**config.mk**
```make
export PLATFORM = sky130hd
export DESIGN_NAME = dec_stage
export DESIGN_NICKNAME = d
export VERILOG_FILES = /design/src/rtl/dec_stage_pkg.sv /design/src/rtl/dec_comb.sv /design/src/rtl/dec_stage.sv
export SDC_FILE = /design/constraint.sdc
export NUM_CORES = 1
export LEC_CHECK = 0
export ABC_AREA = 1
export CAP_MARGIN = 40
export CORE_MARGIN = 2
export CORE_UTILIZATION = 52
export DETAILED_ROUTE_END_ITERATION = 8
export PLACE_DENSITY = 0.91
export SLEW_MARGIN = 15
export SYNTH_ARGS = -nofsm -noshare
export SYNTH_HDL_FRONTEND = slang
export SYNTH_SLANG_ARGS = --single-unit
```
**constraint.sdc**
```tcl
create_clock -name clk -period 3.9 [get_ports clk]
set_input_delay 0.975 -clock clk [delete_from_list [all_inputs] [get_ports clk]]
set_output_delay 0.975 -clock clk [all_outputs]
set_load 0.02 [all_outputs]
```
**src/rtl/dec_stage_pkg.sv**
```systemverilog
// Shared decode definitions: opcode constants, class bit indices, packet layout.
package dec_stage_pkg;

  // pc and imm are carried at full 64-bit width; a 32-bit stage leaves bits 63:32 zero.
  localparam int unsigned XLEN_MAX = 64;
  localparam int unsigned CLS_NUM  = 13;

  localparam logic [6:0] OPC_LOAD      = 7'b0000011;
  localparam logic [6:0] OPC_STORE     = 7'b0100011;
  localparam logic [6:0] OPC_BRANCH    = 7'b1100011;
  localparam logic [6:0] OPC_JALR      = 7'b1100111;
  localparam logic [6:0] OPC_JAL       = 7'b1101111;
  localparam logic [6:0] OPC_LUI       = 7'b0110111;
  localparam logic [6:0] OPC_AUIPC     = 7'b0010111;
  localparam logic [6:0] OPC_OP_IMM    = 7'b0010011;
  localparam logic [6:0] OPC_OP        = 7'b0110011;
  localparam logic [6:0] OPC_SYSTEM    = 7'b1110011;
  localparam logic [6:0] OPC_MISC_MEM  = 7'b0001111;
  localparam logic [6:0] OPC_OP_IMM_32 = 7'b0011011;
  localparam logic [6:0] OPC_OP_32     = 7'b0111011;

  typedef enum int unsigned {
    CLS_LOAD      = 0,
    CLS_STORE     = 1,
    CLS_BRANCH    = 2,
    CLS_JALR      = 3,
    CLS_JAL       = 4,
    CLS_LUI       = 5,
    CLS_AUIPC     = 6,
    CLS_OP_IMM    = 7,
    CLS_OP        = 8,
    CLS_SYSTEM    = 9,
    CLS_MISC_MEM  = 10,
    CLS_OP_IMM_32 = 11,
    CLS_OP_32     = 12
  } dec_cls_e;

  typedef enum logic [2:0] {
    FMT_NONE,
    FMT_I,
    FMT_S,
    FMT_B,
    FMT_U,
    FMT_J
  } imm_fmt_e;

  typedef struct packed {
    logic [XLEN_MAX-1:0] pc;
    logic [31:0]         instr;
    logic [4:0]          rd;
    logic [4:0]          rs1;
    logic [4:0]          rs2;
    logic [2:0]          funct3;
    logic [6:0]          funct7;
    logic [XLEN_MAX-1:0] imm;
    logic [CLS_NUM-1:0]  cls;
    logic                illegal;
    logic                rs1_used;
    logic                rs2_used;
    logic                rd_we;
  } dec_pkt_t;

  function automatic logic [CLS_NUM-1:0] cls_onehot(input dec_cls_e c);
    logic [CLS_NUM-1:0] v;
    v = '0;
    v[c] = 1'b1;
    return v;
  endfunction

endpackage

```
**src/rtl/dec_comb.sv**
```systemverilog
// Combinational RV32I/RV64I field decode of one instruction word.
module dec_comb
  import dec_stage_pkg::*;
#(
  parameter int unsigned XLEN     = 32,
  parameter bit          FENCE_EN = 1'b1
) (
  input  logic [63:0] i_pc,
  input  logic [31:0] i_instr,
  output dec_pkt_t    o_pkt
);

  localparam logic [63:0] IMM_MASK = (XLEN == 64) ? {64{1'b1}} : 64'h0000_0000_FFFF_FFFF;

  logic [CLS_NUM-1:0] w_cls;
  imm_fmt_e           w_fmt;
  logic               w_illegal;
  logic [63:0]        w_imm64;
  logic               w_writes;

  // Opcode class and immediate format; disabled classes simply never match.
  always_comb begin
    w_cls = '0;
    w_fmt = FMT_NONE;
    if (i_instr[1:0] == 2'b11) begin
      case (i_instr[6:0])
        OPC_LOAD:   begin w_cls = cls_onehot(CLS_LOAD);   w_fmt = FMT_I; end
        OPC_STORE:  begin w_cls = cls_onehot(CLS_STORE);  w_fmt = FMT_S; end
        OPC_BRANCH: begin w_cls = cls_onehot(CLS_BRANCH); w_fmt = FMT_B; end
        OPC_JALR:   begin w_cls = cls_onehot(CLS_JALR);   w_fmt = FMT_I; end
        OPC_JAL:    begin w_cls = cls_onehot(CLS_JAL);    w_fmt = FMT_J; end
        OPC_LUI:    begin w_cls = cls_onehot(CLS_LUI);    w_fmt = FMT_U; end
        OPC_AUIPC:  begin w_cls = cls_onehot(CLS_AUIPC);  w_fmt = FMT_U; end
        OPC_OP_IMM: begin w_cls = cls_onehot(CLS_OP_IMM); w_fmt = FMT_I; end
        OPC_OP:     begin w_cls = cls_onehot(CLS_OP); end
        OPC_SYSTEM: begin w_cls = cls_onehot(CLS_SYSTEM); w_fmt = FMT_I; end
        OPC_MISC_MEM: begin
          if (FENCE_EN) w_cls = cls_onehot(CLS_MISC_MEM);
        end
        // OP_IMM_32 shares the I format of the OP_IMM family.
        OPC_OP_IMM_32: begin
          if (XLEN == 64) begin
            w_cls = cls_onehot(CLS_OP_IMM_32);
            w_fmt = FMT_I;
          end
        end
        OPC_OP_32: begin
          if (XLEN == 64) w_cls = cls_onehot(CLS_OP_32);
        end
        default: ;
      endcase
    end
  end

  // Format-selected immediate, sign-extended from instr[31] to 64 bits.
  always_comb begin
    w_imm64 = '0;
    case (w_fmt)
      FMT_I: w_imm64 = {{52{i_instr[31]}}, i_instr[31:20]};
      FMT_S: w_imm64 = {{52{i_instr[31]}}, i_instr[31:25], i_instr[11:7]};
      FMT_B: w_imm64 = {{51{i_instr[31]}}, i_instr[31], i_instr[7], i_instr[30:25],
                        i_instr[11:8], 1'b0};
      FMT_U: w_imm64 = {{32{i_instr[31]}}, i_instr[31:12], 12'h000};
      FMT_J: w_imm64 = {{43{i_instr[31]}}, i_instr[31], i_instr[19:12], i_instr[20],
                        i_instr[30:21], 1'b0};
      default: w_imm64 = '0;
    endcase
  end

  // Packet assembly; an illegal word keeps its raw fields but no class or side effects.
  always_comb begin
    w_illegal = (w_cls == '0) || (i_instr == '0);
    w_writes  = w_cls[CLS_LOAD] | w_cls[CLS_JALR] | w_cls[CLS_JAL] | w_cls[CLS_LUI] |
                w_cls[CLS_AUIPC] | w_cls[CLS_OP_IMM] | w_cls[CLS_OP] | w_cls[CLS_SYSTEM] |
                w_cls[CLS_OP_IMM_32] | w_cls[CLS_OP_32];
    o_pkt          = '0;
    o_pkt.pc       = i_pc;
    o_pkt.instr    = i_instr;
    o_pkt.rd       = i_instr[11:7];
    o_pkt.rs1      = i_instr[19:15];
    o_pkt.rs2      = i_instr[24:20];
    o_pkt.funct3   = i_instr[14:12];
    o_pkt.funct7   = i_instr[31:25];
    o_pkt.imm      = w_illegal ? '0 : (w_imm64 & IMM_MASK);
    o_pkt.cls      = w_illegal ? '0 : w_cls;
    o_pkt.illegal  = w_illegal;
    o_pkt.rs1_used = !w_illegal && !(w_cls[CLS_LUI] | w_cls[CLS_AUIPC] | w_cls[CLS_JAL]);
    o_pkt.rs2_used = !w_illegal && (w_cls[CLS_STORE] | w_cls[CLS_BRANCH] | w_cls[CLS_OP] |
                                    w_cls[CLS_OP_32]);
    o_pkt.rd_we    = !w_illegal && w_writes && (i_instr[11:7] != 5'd0);
  end

endmodule

```
**src/rtl/dec_stage.sv**
```systemverilog
// Registered decode stage: 2-entry skid buffer, flush and issue counter.
module dec_stage
  import dec_stage_pkg::*;
#(
  parameter int unsigned XLEN     = 32,
  parameter bit          FENCE_EN = 1'b1,
  parameter int unsigned CNT_W    = 32
) (
  input  logic             clk,
  input  logic             rst,
  input  logic             flush,
  input  logic             in_valid,
  output logic             in_ready,
  input  logic [XLEN-1:0]  in_pc,
  input  logic [31:0]      in_instr,
  output logic             out_valid,
  input  logic             out_ready,
  output dec_pkt_t         out_pkt,
  output logic [CNT_W-1:0] dec_count
);

  logic [1:0]       r_occ;
  logic             r_in_ready;
  dec_pkt_t         r_ent0;
  dec_pkt_t         r_ent1;
  logic [CNT_W-1:0] r_count;

  logic [63:0]      w_pc64;
  dec_pkt_t         w_dec;
  logic             w_in_fire;
  logic             w_out_fire;

  assign w_pc64     = 64'(in_pc);
  assign in_ready   = r_in_ready;
  assign out_valid  = (r_occ != 2'd0);
  assign out_pkt    = r_ent0;
  assign dec_count  = r_count;
  assign w_in_fire  = in_valid && r_in_ready;
  assign w_out_fire = out_valid && out_ready;

  dec_comb #(
    .XLEN     (XLEN),
    .FENCE_EN (FENCE_EN)
  ) u_dec_comb (
    .i_pc    (w_pc64),
    .i_instr (in_instr),
    .o_pkt   (w_dec)
  );

  // Skid buffer: entry0 is the head, entry1 absorbs a beat while the head stalls.
  always_ff @(posedge clk) begin
    if (rst) begin
      r_occ      <= 2'd0;
      r_in_ready <= 1'b1;
      r_ent0     <= '0;
      r_ent1     <= '0;
    end else if (flush) begin
      r_occ      <= 2'd0;
      r_in_ready <= 1'b1;
    end else begin
      case ({w_in_fire, w_out_fire})
        2'b11: begin
          if (r_occ == 2'd2) begin
            r_ent0 <= r_ent1;
            r_ent1 <= w_dec;
          end else begin
            r_ent0 <= w_dec;
          end
        end
        2'b10: begin
          if (r_occ == 2'd0) r_ent0 <= w_dec;
          else               r_ent1 <= w_dec;
          r_occ      <= r_occ + 2'd1;
          r_in_ready <= (r_occ == 2'd0);
        end
        2'b01: begin
          r_ent0     <= r_ent1;
          r_occ      <= r_occ - 2'd1;
          r_in_ready <= 1'b1;
        end
        default: ;
      endcase
    end
  end

  // Issued-packet counter; flush does not disturb it.
  always_ff @(posedge clk) begin
    if (rst) begin
      r_count <= '0;
    end else if (w_out_fire) begin
      r_count <= r_count + CNT_W'(1);
    end
  end

endmodule

```
### Word-level counts from Yosys, hierarchy flattened

Cells that the tools add are included.

* $add $sub $neg: 3
* equality and inequality tests: 24
* multiplexer cells: 15
* bitwise logic cells: 15
* reduce and logical (&&, ||, !) cells: 22

Operators with widths (count)
* 202-bit two-way mux: 4
* 202-bit case mux with 3 select lines: 1
* 202-bit case mux with 2 select lines: 1
* 32-bit case mux with 5 select lines: 1
* 11-bit case mux with 11 select lines: 1
* 32-bit by 1-bit adder with 32-bit output (second input constant): 1
* 32-bit zero test: 1
* 32-bit two-way mux: 1
* 7-bit == test (second input constant): 4
* 7-bit by 6-bit == test with 1-bit output (second input constant): 3
* 3-bit case mux with 5 select lines: 1
* 7-bit by 5-bit == test with 1-bit output (second input constant): 2
* 13-bit zero test: 1
* 13-bit two-way mux: 1
* 11-bit two-way mux: 1
* 1-bit bitwise OR: 11
* 2-bit == test (second input constant): 4
* 7-bit by 2-bit == test with 1-bit output (second input constant): 1
* 7-bit by 4-bit == test with 1-bit output (second input constant): 1
* 3-bit by 2-bit == test with 1-bit output (second input constant): 2
* 3-bit == test (second input constant): 2
* 1-bit logical AND: 6
* 2-bit inequality test (second input constant): 3
* 2-bit nonzero test: 3
* 18 further kinds: 22

* bits in registers: 439
* output and inout port bits: 236
* logic and storage cells: 108

### Logic depth before layout (Yosys ltp)

Gate-level depths: netlist of run 1.

* word-level depth: 16
* mapped depth: 16

### By module

From an unflattened synthesis of run 1, not the netlist that was laid out.

* cells, all modules: 3749
* area total of the unflattened synthesis: 24058.1 um2

Modules (own cells, without submodules)
* dec_stage: instances 1, cells an instance 3430, area an instance 22148.7 um2
* dec_comb: instances 1, cells an instance 319, area an instance 1909.3 um2

### Worst setup path after synthesis of run 1

Ideal clock, no wire load.

* path type: in2reg
* from: in out_ready
* to: reg r_ent1[131] (netlist bit)
* data arrival time: 2.970 ns
* data required time: 3.772 ns
* slack: 0.801 ns
* stages on the path: 12
* path buffers: 5
* path through: nand2_2 > clkbuf_1 > clkbuf_1 > ha_1 > inv_1 > buf_2 > nand2_1 > o21ai_1 > nand2_2 > clkbuf_1 > clkbuf_1 > a21oi_1

* word-level cells in the longest chain between the ends: 4
* elaborated cells on any way between the ends: 8

Ends and longest elaborated chain
* start: declaration: line dec_stage.sv:17 `input logic out_ready,`
* 1-bit logical AND *: line dec_stage.sv:39 `assign w_out_fire = out_valid && out_ready;`
* 2-bit == test: line dec_stage.sv:61 `case ({w_in_fire, w_out_fire})`
* 2-bit inequality test (no line) / 2-bit nonzero test (equally long branches)
* 4-bit AND reduction (no line)
* end signal: assignment: line dec_stage.sv:65 `r_ent1 <= w_dec;`
* end signal: assignment: line dec_stage.sv:72 `else r_ent1 <= w_dec;`
* end: declaration: line dec_stage.sv:25 `dec_pkt_t r_ent1;`

Mark *: on every way between the ends. The rest lies on a longest branch, timed or not.
A chain may end at the register's enable or synchronous reset.

### Final worst setup path of run 1

* from: in in_instr[0]
* to: reg r_ent0 (netlist bit out_pkt[40])

* word-level cells in the longest chain between the ends: 9
* elaborated cells on any way between the ends: 31

Ends and longest elaborated chain
* start: declaration: line dec_stage.sv:15 `input logic [31:0] in_instr,`
* 7-bit by 2-bit == test with 1-bit output (tied with other cells): line dec_comb.sv:26 `case (i_instr[6:0])`
* 4-bit OR reduction (no line) / 2-bit OR reduction (equally long branches)
* 3-bit case mux with 5 select lines: line dec_comb.sv:26
* 3-bit two-way mux: line dec_comb.sv:25 `if (i_instr[1:0] == 2'b11) begin`
* 3-bit == test (tied with other cells): line dec_comb.sv:58 `case (w_fmt)`
* 32-bit case mux with 5 select lines: line dec_comb.sv:58
* 32-bit two-way mux *: line dec_comb.sv:84 `o_pkt.imm = w_illegal ? '0 : (w_imm64 & IMM_MASK);`
* 202-bit two-way mux, on equally long branches: line dec_stage.sv:71, dec_stage.sv:63
* 202-bit case mux with 3 select lines *: line dec_stage.sv:61
* end signal: assignment: line dec_stage.sv:64 `r_ent0 <= r_ent1;`
* end signal: assignment: line dec_stage.sv:67 `r_ent0 <= w_dec;`
* end signal: assignment: line dec_stage.sv:71 `if (r_occ == 2'd0) r_ent0 <= w_dec;`
* end: declaration: line dec_stage.sv:24 `dec_pkt_t r_ent0;`

Mark *: on every way between the ends. The rest lies on a longest branch, timed or not. The select of a mux whose other input is x is not followed.

==> impl_metrics.ini, run 1 <==
[worst_hold_path]
hold_class = reg -> reg

[clock_network]
cts_tree = yes
cts_inserted_buffers = 29
cts_max_path_buffers = 3
hold_buffers = 0
clkSinkCount = 257
clk_pin_slew_ps = 60
root_buffer = clkbuf_16
cts_setup_buffers = 0
insertion_delay_ps = 560
cts_resized = 0
cts_max_level = 1

[final_layout]
fill_cells = 2382
final_nets = 2406
drive_above_1_share = 0.0574
area_growth_pct = 20.0
final_cell_mix = 486 x nand2_1, 288 x a21oi_1, 260 x inv_1
final_common_cell = nand2_1
fin_util = 0.637
final_area_sq_um = 17800
fin_cells = 2731

[sta]
setup_violations = 0
finalSetupTns_ps = 0
period_share = 0.754
rsz0062_at_grt = false
max_freq_mhz = 340
fin_crit_ps = 2940
finClkSkew_ps = 23.2
timing.slew.headroom = 0.423
timing.final.ws_setup_ps = 961
holdWs_ps = 463
drv_slew = 0
worst_pin_slew_ps = 865
hold_viol = 0

[detailed_routing]
wl_microns = 46200
num_vias = 15802
drtIter0Drc = 1654
avgViaCountPerCell = 5.79
first_pass_iters = 5
drtAntennaViolNets = 0
remaining_drc_errors = 0
wl_per_cell_microns = 16.9

[floorplan]
die-area_sq_um = 29900
core_sq_um = 27900
start_util = 0.531
die_h_microns = 173
num_io_pins = 305
die_w_microns = 173
rows = 61

[logic_synthesis]
synthesis.area_sq_um = 14800
synthCells = 2223
yosysSeqAreaShare = 0.347
yosysWarnings = 0
syn_avg_cell_area_sq_um = 6.67
synth_seq_cells = 257
ys_types = 42

[run]
cap_viol_max_count = 0

[power]
finalPower_mw = 6.99
pwr_density_cell_nw_per_um2 = 393
irDropWorstVdd_v = 0.000360
static-leakage-power_nw = 6.89

[worst_setup_path]
critPathRequiredTime_ps = 4400
critPathLaunchType = input port
worst_setup_path_end_kind = register
arrival_ps = 3440
path_max_fanout = 11
crit_type = in -> reg

[placed_design]
dp_hpwl_microns = 29400
pre_cts_ws_ps = 578
place_inst = 2679
placed_area_sq_um = 16800
portBuffers = 238
gp_congestion = 0.955

[global_route]
grt_max_degree = 167
grt_overflow = 0
grt_pass1_vias = 15186
grt_use_total = 0.294
antenna_found_initial = 1
grt_pass1_wl_microns = 74100

[status]
run_status = complete, no violations
-- layer usage --
layer | track usage | routed length [microns] | up-vias
met5 | 0 | 11 | -
met4 | 0.173 | 2420 | 2
met3 | 0.0539 | 4150 | 201
met2 | 0.489 | 21600 | 864
met1 | 0.355 | 18000 | 7350
li1 | - | - | 7385
-- path summary, 6_finish.rpt --
kind	from	to	slack [ps]	depth (start not counted)
max	in_instr[0]	out_pkt[40]	960	11
min	out_pkt[154]	out_pkt[154]	460	2
max reg2reg	r_occ[0]	out_pkt[4]	1490	9
min reg2reg	out_pkt[154]	out_pkt[154]	460	2
-- worst max-delay path, cell delays in order --
cell and delay, ps:
clkdlybuf4s50_1 570, nand2_2 130, nor2_1 340, nand3_1 450, o21ai_0 350, nor2_1 140, nand2_4 110, nand2_1 60
nand2_1 100, nand3_1 100, a21oi_2 130
-- state kept, by name, summed over array words and instances, names as in the netlist --
| name | count |
|---|---|
| dec_count | 32 |
| out_pkt | 111 |
| in_ready | 1 |
| r_occ | 2 |
| r_ent1 | 111 |
-- cells by family (layout without fill, tap and decap cells) --
logic type,count (synthesis),count (layout),synth area share
simple gates,801,801,0.237
fa+ha+maj,5,5,0.00422
other cells,1,67,0.000253
compound gates,620,620,0.238
xor+xnor,15,15,0.00886
buf+inv,524,588,0.165
flops,257,257,0.347
-- synth_stat cells, drive strengths merged --
library cell / n / area, sq um
a211oi: 1 / 7.51
a21boi: 1 / 7.51
a21oi: 289 / 1450
a31oi: 1 / 6.26
buf: 138 / 976
clkbuf: 112 / 440
clkinv: 1 / 3.75
conb: 1 / 3.75
dfxtp: 257 / 5140
ha: 5 / 62.6
inv: 273 / 1020
nand2: 516 / 2120
nand3: 142 / 711
nand4: 12 / 75.1
nor2: 106 / 455
nor3: 21 / 115
nor3b: 3 / 27.5
nor4: 1 / 6.26
o211ai: 66 / 495
o21a: 2 / 15.0
o21ai: 189 / 950
o21bai: 1 / 7.51
o221ai: 63 / 552
o22ai: 7 / 43.8
xnor2: 8 / 70.1
xor2: 7 / 61.3
-- cell type report --
type	count	area [sq um]	share of cell area
repair buffers	263	2690	0.151
inverters	274	1030	0.0580
diodes	1	2.50	0.000141
clock inverters	13	146	0.00822
well taps	378	473	0.0266
clock buffers	38	810	0.0455
flip-flops and latches	257	5140	0.289
multi-input cells	1507	7500	0.421
-- report_power, final --
group	internal (mW)	switching (mW)	total (mW)
sequential	2.76	0.0902	2.85
clock	1.65	1.13	2.78
combinational	0.499	0.870	1.37
No activity file was read; power rests on OpenSTA's default activity.
==> run 2: changes to the inputs <==
==> constraint.sdc (replaced) <==
create_clock -name clk -period 2.95 [get_ports clk]
set_input_delay 0.7375 -clock clk [delete_from_list [all_inputs] [get_ports clk]]
set_output_delay 0.7375 -clock clk [all_outputs]
set_load 0.02 [all_outputs]
==> run 2 against run 1 <==
  * Critical path depth shrank 8
  * Sequential share of layout area down 0.59 points
  * Clock skew shrank 5.8 ps
  * Final area grew 2.1%
  * Register-to-register slack worse by 710 ps
  * Utilization rose by 1.3 points
  * Combinational power increased by 37%
  * Worst hold slack improved by 1.3 ps
  * Clock-buffer cell count rose by 6
  * Critical path type is now reg -> out
  * Critical endpoint is now out_valid
==> impl_metrics.ini, run 2 (synthesis results as in run 1) <==
[power]
pwr_density_cell_nw_per_um2 = 502
irDropWorstVdd_v = 0.000419
finalPower_mw = 9.13
power.switching_fraction = 0.299
seqPwrFrac = 0.412
intPower_mw = 6.40
p_clk_frac = 0.382
combPwrFrac = 0.206
static-leakage-power_nw = 7.07
power.switching_mw = 2.73

[detailed_routing]
drtAntennaViolNets = 0
wl_per_cell_microns = 16.7
wl_microns = 46100
remaining_drc_errors = 0
num_vias = 15712
drtIter0Drc = 1661
avgViaCountPerCell = 5.68
first_pass_iters = 5

[global_route]
grt_pass1_wl_microns = 74400
grt_pass1_vias = 15092
grt_max_degree = 167
grt_overflow = 0
antenna_found_initial = 3
grt_use_total = 0.293

[floorplan]
die_w_microns = 173
die-area_sq_um = 29900
num_io_pins = 305
start_util = 0.531
core_sq_um = 27900
die_h_microns = 173
rows = 61

[final_layout]
area_growth_pct = 22.5
final_nets = 2439
final_cell_mix = 486 x nand2_1, 288 x a21oi_1, 260 x inv_1
drive_above_1_share = 0.0680
final_common_cell = nand2_1

[sta]
holdWs_ps = 464
drv_slew = 0
finClkSkew_ps = 17.5
finalSetupTns_ps = 0
max_freq_mhz = 406
setup_violations = 0
period_share = 0.836
fin_crit_ps = 2460
timing.slew.headroom = 0.431
hold_viol = 0
worst_pin_slew_ps = 853
rsz0062_at_grt = false

[clock_network]
clk_pin_slew_ps = 60
insertion_delay_ps = 550
cts_max_path_buffers = 3
cts_resized = 0
cts_setup_buffers = 0
hold_buffers = 0
cts_max_level = 1
root_buffer = clkbuf_16
cts_tree = yes
cts_inserted_buffers = 29
clkSinkCount = 257

[worst_setup_path]
arrival_ps = 1730
critPathLaunchType = register
crit_type = reg -> out
path_max_fanout = 3
reg2reg_from = r_occ[1]
critPathRequiredTime_ps = 2210
startpoint = r_occ[1]
worst_setup_path_end_kind = output pin

[placed_design]
portBuffers = 238
gp_congestion = 0.986
dp_hpwl_microns = 30400

[run]
cap_viol_max_count = 0

[status]
run_status = complete, no violations

[worst_hold_path]
hp-start = out_pkt[17]
hold_class = reg -> reg
-- run 2: changes by cell type in the layout (fill, tap and decap cells not counted) --
| cell | delta |
|---|---|
| inv_6 | -1 |
| clkbuf_8 | +1 |
| buf_12 | +14 |
| clkbuf_1 | +5 |
| clkinv_2 | -4 |
| bufinv_16 | -2 |
| diode_2 | +1 |
| buf_4 | +19 |
-- run 2: path summary, 6_finish.rpt --
check,to,slack (ps),cells after the start
worst max register to register,out_pkt[7],780,9
worst min-delay path,out_pkt[17],460,2
worst max-delay path,out_valid,490,3
worst min register to register,out_pkt[17],460,2
-- run 2: power groups by stage --
stage / Clock, mW / Combinational (mW) / Sequential, mW
CTS: 3.52 / 1.86 / 3.76
global route: 3.67 / 2.03 / 3.78
global placement: 0 / 1.79 / 3.82
detailed placement: 0 / 1.85 / 3.83
finish: 3.48 / 1.88 / 3.76
floorplan: 0 / 1.11 / 3.92
-- run 2: per-layer routing --
| layer | global-route usage | share of wire | vias to the layer above |
|---|---|---|---|
| met1 | 0.363 | 0.40 | 7281 |
| met5 | 0 | 0.00028 | - |
| met3 | 0.0440 | 0.082 | 139 |
| li1 | - | - | 7452 |
| met4 | 0.136 | 0.041 | 2 |
| met2 | 0.501 | 0.48 | 838 |
-- run 2: critical path: stages (launching register included) --
cell	delay [ps]
dfxtp_1	340
inv_1	110
nand2_2	130
clkdlybuf4s50_1	610
-- run 2: final cells by class --
type                       instances  area, sq um
inverter                         274         1030
clock buffer                      44          842
sequential                       257         5140
timing repair buffer             296         3120
clock inverter                     6         57.6
tap                              378          473
fill                            2404         9760
multi-input combinational       1507         7500
antenna                            2         5.00
-- run 2: per-stage QoR --
stage                      util  cell area [sq um]  worst slack (ps)  cells
after floorplan               -              15100              88.7   2288
after global placement    0.618              17300               194   2712
after detailed placement  0.618              17300               125   2712
after CTS                 0.650              18200               467   2762
after global routing      0.651              18200               422   2763
final                     0.651              18200               485   2764
==> run 3: changes to the inputs <==
--- a/config.mk
+++ b/config.mk
@@ -8,9 +8,9 @@
 export ABC_AREA = 1
 export CAP_MARGIN = 40
 export CORE_MARGIN = 2
-export CORE_UTILIZATION = 52
+export CORE_UTILIZATION = 47
 export DETAILED_ROUTE_END_ITERATION = 8
-export PLACE_DENSITY = 0.91
+export PLACE_DENSITY = 0.87
 export SLEW_MARGIN = 15
 export SYNTH_ARGS = -nofsm -noshare
 export SYNTH_HDL_FRONTEND = slang
==> constraint.sdc (replaced) <==
create_clock -name clk -period 2.2 [get_ports clk]
set_input_delay 0.55 -clock clk [delete_from_list [all_inputs] [get_ports clk]]
set_output_delay 0.55 -clock clk [all_outputs]
set_load 0.02 [all_outputs]
==> run 3 against run 2 <==
  * Final cell count rose by 3.9%
  * Critical endpoint is now out_pkt[21]
  * Final area is 4.6% higher
  * Global-route usage fell by 0.51 points
  * Critical path depth is 2 lower
  * Non-clock buffer count up 80
  * Via count up 4.1%
  * Clock skew decreased by 5.4 ps
  * Combinational power increased by 41%
  * Sequential share of layout area shrank 1.2 points
  * First-iteration DRC count grew 13%
  * Clock power grew 47%
  * Clock-buffer cell count decreased by 7
==> impl_metrics.ini, run 3 (synthesis results as in run 1) <==
[detailed_routing]
wl_per_cell_microns = 17.0
wl_microns = 48900
first_pass_iters = 7
drtIter0Drc = 1877
avgViaCountPerCell = 5.70
remaining_drc_errors = 0
num_vias = 16357
drtAntennaViolNets = 0

[floorplan]
die-area_sq_um = 33000
die_w_microns = 182
start_util = 0.474
core_sq_um = 31300
rows = 65
die_h_microns = 182
num_io_pins = 305

[power]
irDropWorstVdd_v = 0.000532
pwr_density_cell_nw_per_um2 = 674
static-leakage-power_nw = 7.80

[worst_setup_path]
r2r_slack_ps = 110
slowest_stage = clkdlybuf4s50_1
reg2reg_from = r_occ[0]
path_max_fanout = 2
startpoint = out_pkt[21]
crit_type = reg -> out
path_cells = clkdlybuf4s50_1
r2r-end = out_pkt[20]
critPathRequiredTime_ps = 1650
crit_path_max_incr_delay_ps = 650
r2r_cells = 11
worst-path-buf-inv = 1
critPathLaunchType = register
arrival_ps = 1630
worst_setup_path_end_kind = output pin
crit_cells = 1
critPathTopFamily = buffers and inverters

[global_route]
grt_pass1_vias = 15442
grt_pass1_wl_microns = 78200
antenna_found_initial = 5
grt_use_total = 0.288
grt_overflow = 0
grt_max_degree = 99

[clock_network]
cts_max_path_buffers = 3
clk_pin_slew_ps = 60
cts_inserted_buffers = 29
clkSinkCount = 257
cts_setup_buffers = 0
hold_buffers = 0
cts_tree = yes
insertion_delay_ps = 550
cts_max_level = 1
root_buffer = clkbuf_16

[sta]
worst_pin_slew_ps = 624
holdWs_ps = 319
timing.final.ws_setup_ps = 22.9
drv_slew = 0
rsz0062_at_grt = false
timing.slew.headroom = 0.580
max_freq_mhz = 459
setup_violations = 0
finClkSkew_ps = 12.1
fin_crit_ps = 2180
hold_viol = 0
period_share = 0.990

[final_layout]
drive_above_1_share = 0.104
final_cell_mix = 486 x nand2_1, 287 x a21oi_1, 258 x inv_1
final_nets = 2519
final_common_cell = nand2_1
area_growth_pct = 28.2
fill_cells = 2677

[placed_design]
pre_cts_ws_ps = -385
gp_congestion = 0.949
portBuffers = 238
dp_hpwl_microns = 34100

[status]
run_status = complete, no violations

[worst_hold_path]
holdPathEnd = dec_count[31]
hold_depth = 2
hold_class = in -> reg
hp-start = rst

[run]
cap_viol_max_count = 0
-- run 3: changes by cell type in the layout (fill, tap and decap cells not counted), sizes merged, moves of 2 or more --
cell,before,now
clkinv,5,7
dlymetal6s2s,0,14
clkbuf,44,37
bufinv,1,5
buf,59,139
diode,2,5
clkdlybuf4s50,237,217
dlygate4sd2,0,6
-- run 3: worst max path at each step --
| stage | end | slack [ps] |
|---|---|---|
| 2_1_floorplan | out_pkt[142] | -5 |
| 3_3_place_gp | out_pkt[46] | -320 |
| 3_5_place_dp | out_pkt[33] | -390 |
| 4_1_cts | out_pkt[135] | 2 |
| 5_1_grt | dec_count[17] | 7 |
| 6_report | out_pkt[21] | 20 |
-- run 3: power by group --
group	switching [mW]	total (mW)	internal, mW
sequential	0.154	5.04	4.89
clock	1.97	5.12	3.15
combinational	1.61	2.65	1.04
-- run 3: layout make-up --
class	instances	area, sq um	area share
Multi-Input combinational cell	1507	7530	0.396
Sequential cell	257	5150	0.271
Timing Repair Buffer	376	3780	0.199
Inverter	274	1030	0.0543
Clock buffer	37	806	0.0424
Tap cell	402	503	0.0264
Clock inverter	14	204	0.0107
Antenna cell	5	12.5	0.000658
-- run 3: what timing repair did --
item                                    in CTS  in global routing
hold endpoints to repair                     0                  0
resized for setup                            6                 25
endpoints found under the setup margin       6                 45
pin swaps                                    0                  0
cloned                                       0                  0
-- run 3: stage by stage --
stage                     TNS [ps]  instances   util  power [mW]  instance area [sq um]
after global placement      -47690       2816  0.573        7.63                  17900
after detailed placement    -61970       2816  0.573        7.72                  17900
after floorplan               -110       2288      -        6.79                  15300
after global routing             0       2871  0.607        13.3                  19000
after CTS                        0       2867  0.605        12.8                  18900
final                            0       2872  0.607        12.8                  19000
-- run 3: metal layers --
layer  GRT usage  vias to the layer above  part of all wire
met5           0                        -                 0
met4       0.159                        0             0.056
met3      0.0519                      213             0.095
met2       0.462                      973              0.45
met1       0.366                     7536              0.40
li1            -                     7635                 -
